File: src/rtl/approx_mac_pkg.sv
// Shared geometry for the approximate Baugh-Wooley MAC: default widths, matrix/stage types
// for the default geometry, and the result-field LSB derivation.
package approx_mac_pkg;

    localparam int IN_WIDTH_DEF   = 9;
    localparam int OUT_WIDTH_DEF  = 2 * IN_WIDTH_DEF;
    localparam int N_BIT_APPR_DEF = 8;
    localparam int N_BIT_RES_DEF  = OUT_WIDTH_DEF - 4;
    localparam int ACC_WIDTH_DEF  = OUT_WIDTH_DEF + 6;

    typedef logic [IN_WIDTH_DEF-1:0][OUT_WIDTH_DEF-1:0] pp_matrix_t;

    typedef struct packed {
        pp_matrix_t               matrix;
        logic [N_BIT_RES_DEF-1:0] rmask;
        logic                     sign;
        logic                     zero;
        logic                     clr;
    } s1_reg_t;

    // First product column covered by the precision mask.
    function automatic int res_lsb(input int out_w, input int n_res);
        return out_w - n_res;
    endfunction

endpackage

File: src/rtl/approx_mac_pipe_bw_pp_gen.sv
// Combinational Baugh-Wooley partial-product matrix with approximation and precision gating.
// Row i holds its dots already shifted to their product columns.
module bw_pp_gen
    import approx_mac_pkg::*;
#(
    parameter int IN_WIDTH   = IN_WIDTH_DEF,
    parameter int OUT_WIDTH  = 2 * IN_WIDTH,
    parameter int N_BIT_APPR = N_BIT_APPR_DEF,
    parameter int N_BIT_RES  = OUT_WIDTH - 4
) (
    input  logic signed [IN_WIDTH-1:0]  a,
    input  logic signed [IN_WIDTH-1:0]  b,
    input  logic [N_BIT_RES-1:0]        res_mask,
    input  logic [N_BIT_APPR-1:0]       appr_mask,
    output logic [IN_WIDTH-1:0][OUT_WIDTH-1:0] matrix
);

    localparam int RES_LSB = res_lsb(OUT_WIDTH, N_BIT_RES);

    always_comb begin
        matrix = '0;
        // Dots from the sign row (except its MSB) and the MSB of every other row are inverted.
        for (int i = 0; i < IN_WIDTH; i++) begin
            for (int j = 0; j < IN_WIDTH; j++) begin
                matrix[i][i+j] = (a[j] & b[i]) ^ ((i == IN_WIDTH-1) != (j == IN_WIDTH-1));
            end
        end
        matrix[0][IN_WIDTH]    = 1'b1;
        matrix[0][OUT_WIDTH-1] = 1'b1;

        for (int k = 0; k < N_BIT_APPR; k++) begin
            if (!appr_mask[k]) begin
                for (int i = 0; i < IN_WIDTH; i++) begin
                    matrix[i][k] = (i == 0) && (k == 2 || k == 3);
                end
            end
        end

        for (int k = RES_LSB; k < OUT_WIDTH; k++) begin
            for (int i = 0; i < IN_WIDTH; i++) begin
                matrix[i][k] = matrix[i][k] & res_mask[k-RES_LSB];
            end
        end
    end

endmodule

File: src/rtl/approx_mac_pipe.sv
// Two-stage approximate signed MAC with valid/ready flow control and running accumulator.
// Optional feature: define MAC_SAT_EN for a saturating accumulator with sticky sat_o flag.
module approx_mac_pipe
    import approx_mac_pkg::*;
#(
    parameter int IN_WIDTH   = IN_WIDTH_DEF,
    parameter int OUT_WIDTH  = 2 * IN_WIDTH,
    parameter int N_BIT_APPR = N_BIT_APPR_DEF,
    parameter int N_BIT_RES  = OUT_WIDTH - 4,
    parameter int ACC_WIDTH  = OUT_WIDTH + 6
) (
    input  logic                        clk,
    input  logic                        rst,
    input  logic                        in_valid,
    output logic                        in_ready,
    input  logic signed [IN_WIDTH-1:0]  a,
    input  logic signed [IN_WIDTH-1:0]  b,
    input  logic [N_BIT_RES-1:0]        res_mask,
    input  logic [N_BIT_APPR-1:0]       appr_mask,
    input  logic                        acc_clear,
    output logic                        out_valid,
    input  logic                        out_ready,
    output logic [OUT_WIDTH-1:0]        res,
    output logic [ACC_WIDTH-1:0]        acc
`ifdef MAC_SAT_EN
    ,
    output logic                        sat_o
`endif
);

    localparam int RES_LSB = res_lsb(OUT_WIDTH, N_BIT_RES);

    typedef logic [IN_WIDTH-1:0][OUT_WIDTH-1:0] matrix_t;

    typedef struct packed {
        matrix_t              matrix;
        logic [N_BIT_RES-1:0] rmask;
        logic                 sign;
        logic                 zero;
        logic                 clr;
    } stage1_t;

    matrix_t                     pp_p0;
    stage1_t                     s1_p1;
    logic                        vld_p1;
    logic                        vld_p2;
    logic                        s1_load;
    logic                        s2_adv;
    logic [OUT_WIDTH-1:0]        raw_p1;
    logic [OUT_WIDTH-1:0]        res_next;
    logic signed [ACC_WIDTH-1:0] res_ext;
    logic signed [ACC_WIDTH-1:0] acc_base;
    logic signed [ACC_WIDTH-1:0] acc_next;
    logic [OUT_WIDTH-1:0]        res_p2;
    logic signed [ACC_WIDTH-1:0] acc_p2;
`ifdef MAC_SAT_EN
    logic                        ovf;
    logic                        sat_p2;
`endif

    function automatic logic [OUT_WIDTH-1:0] sign_fix(input logic [OUT_WIDTH-1:0] sum,
                                                      input logic [N_BIT_RES-1:0] rmask,
                                                      input logic sign, input logic zero);
        logic [OUT_WIDTH-1:0] r;
        r = sum;
        r[OUT_WIDTH-1:RES_LSB] = sign ? (sum[OUT_WIDTH-1:RES_LSB] | ~rmask)
                                      : (sum[OUT_WIDTH-1:RES_LSB] & rmask);
        return zero ? '0 : r;
    endfunction

`ifdef MAC_SAT_EN
    function automatic logic signed [ACC_WIDTH-1:0] sat_add(input logic signed [ACC_WIDTH-1:0] x,
                                                            input logic signed [ACC_WIDTH-1:0] y,
                                                            output logic of);
        logic signed [ACC_WIDTH:0] s;
        s  = {x[ACC_WIDTH-1], x} + {y[ACC_WIDTH-1], y};
        of = s[ACC_WIDTH] ^ s[ACC_WIDTH-1];
        if (!of) return s[ACC_WIDTH-1:0];
        return s[ACC_WIDTH] ? {1'b1, {(ACC_WIDTH-1){1'b0}}} : {1'b0, {(ACC_WIDTH-1){1'b1}}};
    endfunction
`endif

    assign s2_adv   = vld_p1 && (!vld_p2 || out_ready);
    assign in_ready = !vld_p1 || s2_adv;
    assign s1_load  = in_valid && in_ready;

    bw_pp_gen #(
        .IN_WIDTH  (IN_WIDTH),
        .OUT_WIDTH (OUT_WIDTH),
        .N_BIT_APPR(N_BIT_APPR),
        .N_BIT_RES (N_BIT_RES)
    ) u_pp (
        .a        (a),
        .b        (b),
        .res_mask (res_mask),
        .appr_mask(appr_mask),
        .matrix   (pp_p0)
    );

    // ---- S1: register gated matrix and per-beat flags ----
    always_ff @(posedge clk) begin
        if (s1_load) begin
            s1_p1.matrix <= pp_p0;
            s1_p1.rmask  <= res_mask;
            s1_p1.sign   <= a[IN_WIDTH-1] ^ b[IN_WIDTH-1];
            s1_p1.zero   <= (a == '0) || (b == '0);
            s1_p1.clr    <= acc_clear;
        end
    end

    always_comb begin
        raw_p1 = '0;
        for (int i = 0; i < IN_WIDTH; i++) begin
            raw_p1 = raw_p1 + s1_p1.matrix[i];
        end
        res_next = sign_fix(raw_p1, s1_p1.rmask, s1_p1.sign, s1_p1.zero);
        res_ext  = ACC_WIDTH'(signed'(res_next));
        acc_base = s1_p1.clr ? '0 : acc_p2;
`ifdef MAC_SAT_EN
        ovf      = 1'b0;
        acc_next = sat_add(acc_base, res_ext, ovf);
`else
        acc_next = acc_base + res_ext;
`endif
    end

    // ---- S2: result, accumulator and output valid ----
    always_ff @(posedge clk) begin
        if (rst) begin
            vld_p1 <= 1'b0;
            vld_p2 <= 1'b0;
            res_p2 <= '0;
            acc_p2 <= '0;
`ifdef MAC_SAT_EN
            sat_p2 <= 1'b0;
`endif
        end else begin
            if (s1_load)     vld_p1 <= 1'b1;
            else if (s2_adv) vld_p1 <= 1'b0;

            if (s2_adv)         vld_p2 <= 1'b1;
            else if (out_ready) vld_p2 <= 1'b0;

            if (s2_adv) begin
                res_p2 <= res_next;
                acc_p2 <= acc_next;
`ifdef MAC_SAT_EN
                sat_p2 <= (s1_p1.clr ? 1'b0 : sat_p2) | ovf;
`endif
            end
        end
    end

    assign out_valid = vld_p2;
    assign res       = res_p2;
    assign acc       = acc_p2;
`ifdef MAC_SAT_EN
    assign sat_o     = sat_p2;
`endif

endmodule

File: config.mk
export PLATFORM = sky130hd
export DESIGN_NAME = approx_mac_pipe
export DESIGN_NICKNAME = d
export VERILOG_FILES = /design/src/rtl/approx_mac_pkg.sv /design/src/rtl/approx_mac_pipe_bw_pp_gen.sv /design/src/rtl/approx_mac_pipe.sv
export SDC_FILE = /design/constraint.sdc
export NUM_CORES = 1
export LEC_CHECK = 0
export CAP_MARGIN = 20
export CORE_MARGIN = 3
export CORE_UTILIZATION = 55
export CTS_CLUSTER_SIZE = 10
export DETAILED_ROUTE_END_ITERATION = 10
export PLACE_DENSITY = 0.78
export SETUP_SLACK_MARGIN = 0.15
export SKIP_LAST_GASP = 1
export SLEW_MARGIN = 20
export SYNTH_ARGS = -nofsm -noshare
export SYNTH_HDL_FRONTEND = slang
export SYNTH_SLANG_ARGS = --single-unit
File: constraint.sdc
create_clock -name clk -period 7.35 [get_ports clk]
set_input_delay 0.735 -clock clk [delete_from_list [all_inputs] [get_ports clk]]
set_output_delay 0.735 -clock clk [all_outputs]
set_load 0.1 [all_outputs]
==> results of run 1 <==
## logic make-up (layout without fill, tap and decap cells)
| logic type | after synthesis | in the layout | synth area share, % |
|---|---|---|---|
| AOI/OAI and AO/OA | 148 | 148 | 11.3 |
| xor gates and xnor gates | 19 | 19 | 1.89 |
| adders and majority gates | 112 | 112 | 20.3 |
| buffers and inverters | 124 | 227 | 5.28 |
| DFF | 142 | 142 | 43.4 |
| muxes | 10 | 10 | 1.15 |
| and+or+nand+nor | 277 | 277 | 16.6 |
## metal layers
layer  up-vias  part of all wire (%)  GRT usage [%]
met1      3117                    43           30.7
met4         0                   1.4           5.72
met3        27                   6.3           5.40
met5         -                     0              0
met2       236                    49           39.3
li1       3081                     -              -
## sequential cells by signal, summed over array words and instances, names as in the netlist
register   cells
acc           24
res           18
vld_p1         1
s1_p1         98
out_valid      1
## through the flow
step                instances  hold WS, ns  utilization, %  setup slack, ns  area, um^2
finish                   1146        0.452            68.4            0.744       10500
global placement         1114        0.441            64.2             1.12        9910
global route             1146        0.469            68.4            0.475       10500
detailed placement       1114        0.446            64.2            0.981        9910
CTS                      1146        0.454            68.4            0.810       10500
floorplan                 832        0.496               -             1.36        8810
## area by class of cell
type | count | area share (%)
Clock inverter | 15 | 1.99
Tap cell | 211 | 2.50
Inverter | 104 | 3.70
Clock buffer | 17 | 4.03
Timing Repair Buffer | 91 | 8.57
Multi-Input combinational cell | 566 | 42.9
Sequential cell | 142 | 36.3
## worst min-delay path by stage
stage | startpoint | end | cells past startpoint
final | res[2] | res[2] | 2
after CTS | res[1] | res[1] | 2
after global placement | res[6] | res[6] | 2
after global routing | res[2] | res[2] | 2
after floorplan | vld_p1 | out_valid | 2
after detailed placement | res[1] | res[1] | 2
## synthesized netlist by cell type, drive strengths merged, types with 2 or more instances
| cell | instances | area share, % |
|---|---|---|
| a211o | 2 | 0.20 |
| a211oi | 7 | 0.60 |
| a21boi | 19 | 1.6 |
| a21o | 13 | 1.1 |
| a21oi | 48 | 2.8 |
| a311oi | 2 | 0.40 |
| a31o | 7 | 0.70 |
| a31oi | 6 | 0.43 |
| and2 | 9 | 0.64 |
| and3 | 72 | 5.1 |
| clkbuf | 19 | 0.81 |
| dfxtp | 44 | 10 |
| edfxtp | 98 | 33 |
| fa | 52 | 12 |
| ha | 60 | 8.5 |
| inv | 104 | 4.4 |
| mux2i | 9 | 1.0 |
| nand2 | 75 | 3.2 |
| nand2b | 9 | 0.64 |
| nand3 | 18 | 1.0 |
| nand3b | 2 | 0.17 |
| nand4 | 5 | 0.36 |
| nor2 | 31 | 1.3 |
| nor2b | 34 | 2.5 |
| nor3 | 10 | 0.57 |
| nor4 | 2 | 0.14 |
| nor4b | 3 | 0.30 |
| o211ai | 4 | 0.40 |
| o21a | 5 | 0.43 |
| o21ai | 18 | 1.1 |
| o21bai | 5 | 0.43 |
| o31ai | 4 | 0.34 |
| o41ai | 2 | 0.20 |
| or3 | 5 | 0.41 |
| xnor2 | 13 | 1.3 |
| xor2 | 6 | 0.60 |
## tightest hold or removal path, cell delays in order, from the launching register on
cell	delay, ns
sky130_fd_sc_hd__dfxtp_1	0.30
sky130_fd_sc_hd__nand2_1	0.05
sky130_fd_sc_hd__a21oi_1	0.05
## where the power goes
| part | switching [W] | internal (W) | leakage (nW) |
|---|---|---|---|
| clock network | 0.000355 | 0.000574 | 0.310 |
| logic | 0.000996 | 0.000635 | 2.99 |
| registers | 0.0000420 | 0.000923 | 1.34 |
| total | 0.00139 | 0.00213 | 4.65 |
==> metrics list, run 1 <==
- The largest individual stage delay along the critical path comes from the cell sky130_fd_sc_hd__fa_1.
* Count of standard-cell rows: 45
- Most common cell after layout, fill and taps aside: sky130_fd_sc_hd__inv_1
- I/O pin count: 89
* Sink count of the clock tree: 142
* MaxCap Viol Count: 0
- After synthesis, the share of flip-flops with an asynchronous set or reset is 0%.
- Detailed-route DRC error count: 0
* First-iteration detailed-routing DRC count: 444
- The critical path starts at s1_p1[25].
- Counting flops with a built-in enable in the synthesized netlist gives 98.
- Before antenna repair, the detailed router went through 5 iterations.
- Clock-pin transition on the worst setup and hold timing paths: 0.06 ns
- In the final timing run, aggregate negative setup slack is 0 ns.
- Count of filler cells inserted in the layout: around 1.2k
- Flop2flop setup slack: 0.74 ns
- Area growth, synth to finish: 19.7%
* Critical Path RT: 7.70 ns
* Pwr Density: 334 nW/um^2
- Final Hold Violating Endpoints: 0
- Category of the worst setup path capture point: flip-flop
- Nets@finish: 1079
- In this run the cell area of the synthesized design comes to 8810 um^2.
* Synthesized netlist net count: 989
* Number of resized instances in the post-cts repair step: 0
- Worst slew slack as a fraction of its limit: 34.2%
- Input and output buffers added on the ports amount to 88.
- The number of global-route vias before repair is approximately 6.6k.
- Final clock period utilization by the worst path: 89.9%
* Worst path bufs/invs: 4
- Clock tree root driver cell: sky130_fd_sc_hd__clkbuf_16
* Global route total overflow: 0
- Commonest cells after routing, fill and taps aside: sky130_fd_sc_hd__inv_1 (104), sky130_fd_sc_hd__edfxtp_1 (98), sky130_fd_sc_hd__clkdlybuf4s50_1 (88)
* Worst-margin pin slew: 0.983 ns
- Worst flop-to-flop path endpoint: acc[23]
- # H-tree levels: 4
- The min-delay analysis places its worst path in the category reg -> reg.
- Initial standard-cell utilization of the core: 57.1%
- In this run the critical register-to-register path is launched from s1_p1[25].
- The core region is 15400 um^2.
- Once detailed placement completed, the half-perimeter wirelength came to 13.7 mm.
- Critical path data arrival time: between 6 and 7 ns
- Clk buf depth: 2
- Average cell area after synthesis: ~11 um^2
- Total design power: 0.00353 W
* Seq cells post-synth: 142
- 0 antenna diodes ended up in the layout.
* Biggest fanout along the worst timing path: 6
- Entering global routing, the biggest net connects 51 pins.
- Final Setup Violations: 0
* Insertion delay to the later sink of the worst-skew pair: 0.42 ns
- Timing would allow up to around 150 MHz.
* Largest stage delay, worst path: 0.56 ns
* Reported leakage power: approximately 4.6 nW
- From bottom edge to top edge, the die measures 133 um.
- Capture point of the critical path: acc[23]
* Global-route wire length before repair: 32.7 mm
* Kind of start point of the critical path: flip-flop
- In the final layout, the multi-input gates occupy 4530 um^2.
* Initial antenna violation count: 0
- Critical path depth: 25
* Share of cells above drive strength 1: 5.99%
- Number of warnings printed during yosys synthesis: 0
- TritonCTS clock tree: yes
* DRT antenna net count: 0
- In this run, CTS created clock tree buffers numbering 17.
- The critical path is of the reg -> reg type.
- IR analysis of the VDD net gives a maximum drop of approximately 0.00025 V.
* Routed WL: 19.7 mm
* Run status: complete, no violations
- Number of post-CTS setup repair buffers: 0
- Ratio of routed vias to standard cells: 5.64
- For this run, the register share of the synthesized area comes to 43.4%.
- The number of hold buffers added after CTS was 0.
* Overall fraction of global-route tracks in use: 23.3%
- Number of cell instances on the worst register-to-register path: 25
* Chip Width: 133 um
- Worst Skew: about 0.0090 ns
- Routability-driven placement finished with a final weighted congestion of 0.812.
- RSZ-0062 raised after global routing: no
- The sequential cells in the finished layout cover a total of 3820 um^2.
- The max-slew violation total from the final report was 0.
- The floorplan step defined a die boundary enclosing between 15000 and 20000 um^2.
- The netlist uses 56 different library cells.
- For this run, the leading register cell type out of synthesis is sky130_fd_sc_hd__edfxtp_1.
- Synthesis handed over a netlist of 832 instances.
* Gate family responsible for the most delay along the worst path: adder cells
* Average wire length per cell after detail routing: roughly 17 um
* Via count: 6461
- Minimum clock period: 6.61 ns
(Power assumes the default switching activity.)
==> run 2, diff against run 1 <==
--- a/config.mk
+++ b/config.mk
@@ -8,6 +8,7 @@
 export CAP_MARGIN = 20
 export CORE_MARGIN = 3
 export CORE_UTILIZATION = 55
+export CTS_BUF_LIST = sky130_fd_sc_hd__clkbuf_4 sky130_fd_sc_hd__clkbuf_8
 export CTS_CLUSTER_SIZE = 10
 export DETAILED_ROUTE_END_ITERATION = 10
 export PLACE_DENSITY = 0.78
==> run 2 against run 1 <==
- via count is 1.7% lower
- first-iteration DRC count is 3.2% higher
- utilization is 1.2 points lower
- count of clock-buffer cells in the layout stayed put
- global-route usage is 0.31 points lower
- power is 7.2% lower
- critical path depth stayed put
- setup slack better by 0.18 ns
- largest cell class unchanged
- largest power group unchanged
- highest routed layer unchanged
==> metrics list, run 2 (synthesized netlist as in run 1, its figures left out) <==
- Area of the placeable core: 15400 um^2 (unchanged)
* Number of cell instances on the worst register-to-register path: 25 (unchanged)
- The worst vdd rail ir drop is 0.000228 V (-6.9%).
- The insertion delay to the later sink of the worst-skew pair is 0.47 ns (+0.05 ns).
* Clk buf depth: 2 (unchanged)
- I/O pin count: 89 (unchanged)
- The library cells used most frequently in the layout, excluding fill and tap cells, are sky130_fd_sc_hd__inv_1 (104), sky130_fd_sc_hd__edfxtp_1 (98), sky130_fd_sc_hd__clkdlybuf4s50_1 (88).
* Number of pins with negative max-slew slack in the final report: 0 (unchanged)
* Detailed-route DRC error count: 0 (unchanged)
- The number of fill cells came to 1202 (+2.7%).
- The CTS sink count came to 142 (unchanged).
- Global-route wire length before repair: 32.1 mm (-1.8%)
* Critical path data arrival time: 6.82 ns (-0.13 ns)
- The worst setup path is launched from a flip-flop.
- The area occupied by registers was 3820 um^2 (unchanged).
* Area growth, synth to finish: 17.5%
* Run status: complete, no violations
* Final Setup Violations: 0 (unchanged)
- The setup slack of the critical path after layout is 0.920 ns (+0.176 ns).
- The required time of the critical path was 7.74 ns (+0.04 ns).
- Worst min-delay path class: reg -> reg
- The vias after detailed routing came to 6353 (-1.7%).
- The final clock period utilization by the worst path is 87.5% (-2.4 points).
- Ratio of routed vias to standard cells: 5.54 (-1.7%)
- # H-tree levels: 4 (unchanged)
* Most common cell after layout, fill and taps aside: sky130_fd_sc_hd__inv_1
- The cell count after placement was 1114 (unchanged).
- Nets@finish: 1079 (unchanged)
* Pwr Density: 316 nW/um^2 (-5.4%)
* Worst slew slack as a fraction of its limit: 34.3% (+0.071 points)
- The total cell area at the placement stage came to 9910 um^2 (unchanged).
* Minimum clock period: 6.43 ns (-0.176 ns)
* MaxCap Viol Count: 0 (unchanged)
- Worst-case setup slack after placement: 0.981 ns (unchanged)
- Number of buffers created by CTS: 17 (unchanged)
* Number of buffers added to fix hold violations after cts: 0 (unchanged)
- The combined global-route utilization of all metal layers was 23.0% (-0.31 points).
- The number of gates resized after CTS was 0 (unchanged).
* Worst Hold Path Cells: 2 (unchanged)
- By startpoint and endpoint, the worst setup path is classified as reg -> reg.
* Number of buffer cells added on primary ports: 88 (unchanged)
- RSZ-0062 raised after global routing: no
- Ranked by flip-flop count, first place goes to s1_p1.
* Worst Skew: 0.0121 ns (+0.00305 ns)
- Total negative setup slack: 0 ns (unchanged)
- The number of antenna diodes was 0 (unchanged).
- The CTS clock-pin slew for the worst setup and hold paths is 0.08 ns (+0.02 ns).
* Biggest fanout along the worst timing path: 6 (unchanged)
- Maximum achievable frequency: 156 MHz (+2.7%)
- The standard-cell row count came to 45 (unchanged).
* Average wire length per cell after detail routing: 16.7 um (-2.5%)
- Total design power: 0.00327 W (-7.2%)
- Chip Width: 133 um (unchanged)
- Routed WL: 19.2 mm (-2.5%)
* Category of the worst setup path capture point: flip-flop
* TritonCTS clock tree: yes
- Pin count of the biggest net entering global routing: 51 (unchanged)
* First-iteration detailed-routing DRC count: 458 (+3.2%)
* Share of cells above drive strength 1: 5.99% (unchanged)
- Final design instance area without fill: 10400 um^2 (-1.8%)
* Final weighted congestion of routability-driven global placement: 0.812 (unchanged)
- The count of nets left with antenna violations after detail routing came to 0 (unchanged).
- Final cell count without fillers: 1146 (unchanged)
- Worst-margin pin slew: 0.982 ns (-0.00105 ns)
- Post-DP HPWL: 13.7 mm (unchanged)
- Die Area: 17600 um^2 (unchanged)
- Global route total overflow: 0 (unchanged)
* Initial antenna violation count: 0 (unchanged)
- The floorplan die height was 133 um (unchanged).
* Initial standard-cell utilization of the core: 57.1% (unchanged)
* Number of post-CTS setup repair buffers: 0 (unchanged)
- The reported leakage power was 4.56 nW (-1.9%).
- Flip-flop count of the largest register after layout: 98 (unchanged)
* Clock tree root driver cell: sky130_fd_sc_hd__clkbuf_8
* Detailed-routing iteration count for the pre-antenna-repair pass: 4 (-1)
* Final Hold Violating Endpoints: 0 (unchanged)
* Number of global-route vias before repair: 6545 (-1.5%)
* Multi-input gate area in the final layout: 4530 um^2 (unchanged)
==> run 2: final cells by class <==
type | count | share of cell area, %
inverter | 104 | 3.77
clock inverter | 15 | 2.03
multi-input combinational | 566 | 43.7
clock buffer | 17 | 2.26
timing repair buffer | 91 | 8.73
sequential | 142 | 36.9
tap | 211 | 2.55
==> run 2: per-stage QoR <==
step                      util (%)  hold WS [ns]
final                         67.1         0.454
after global routing          67.1         0.473
after CTS                     67.1         0.457
after detailed placement      64.2         0.446
after global placement        64.2         0.441
after floorplan                  -         0.496
==> run 2: layer usage <==
layer | up-vias | wire (um) | track usage, %
met5 | - | 0 | 0
met4 | 0 | 224 | 6.70
met3 | 18 | 1230 | 5.48
met2 | 210 | 9390 | 38.1
met1 | 3045 | 8340 | 30.4
li1 | 3080 | - | -
==> run 2: report_power, final <==
group          internal (W)  switching, W
Sequential         0.000922     0.0000419
Clock              0.000375      0.000329
Combinational      0.000631      0.000974
==> run 2: final timing paths <==
path	from	to	slack, ns
setup reg to reg	s1_p1[25]	acc[23]	0.92
hold reg to reg	res[2]	res[2]	0.45
hold / removal	res[2]	res[2]	0.45
setup / recovery	s1_p1[25]	acc[23]	0.92
==> run 2: worst max-delay path, cell delays in order, from the launching register on <==
cell                       delay, ns
sky130_fd_sc_hd__edfxtp_1       0.34
sky130_fd_sc_hd__inv_1          0.06
sky130_fd_sc_hd__fa_1           0.53
sky130_fd_sc_hd__inv_1          0.05
sky130_fd_sc_hd__fa_1           0.54
sky130_fd_sc_hd__fa_1           0.56
sky130_fd_sc_hd__inv_1          0.05
sky130_fd_sc_hd__fa_1           0.52
sky130_fd_sc_hd__inv_1          0.04
sky130_fd_sc_hd__ha_1           0.34
sky130_fd_sc_hd__o21a_1         0.21
sky130_fd_sc_hd__o31a_1         0.15
sky130_fd_sc_hd__o211ai_1       0.22
sky130_fd_sc_hd__a21boi_0       0.14
sky130_fd_sc_hd__o21ai_0        0.19
sky130_fd_sc_hd__mux2_2         0.37
sky130_fd_sc_hd__nand2_1        0.07
sky130_fd_sc_hd__ha_1           0.30
sky130_fd_sc_hd__and3_1         0.24
sky130_fd_sc_hd__a221oi_1       0.27
sky130_fd_sc_hd__o21ai_1        0.13
sky130_fd_sc_hd__a21oi_2        0.16
sky130_fd_sc_hd__a21oi_1        0.10
sky130_fd_sc_hd__or3_4          0.38
sky130_fd_sc_hd__a211o_1        0.26
sky130_fd_sc_hd__a31oi_1        0.12
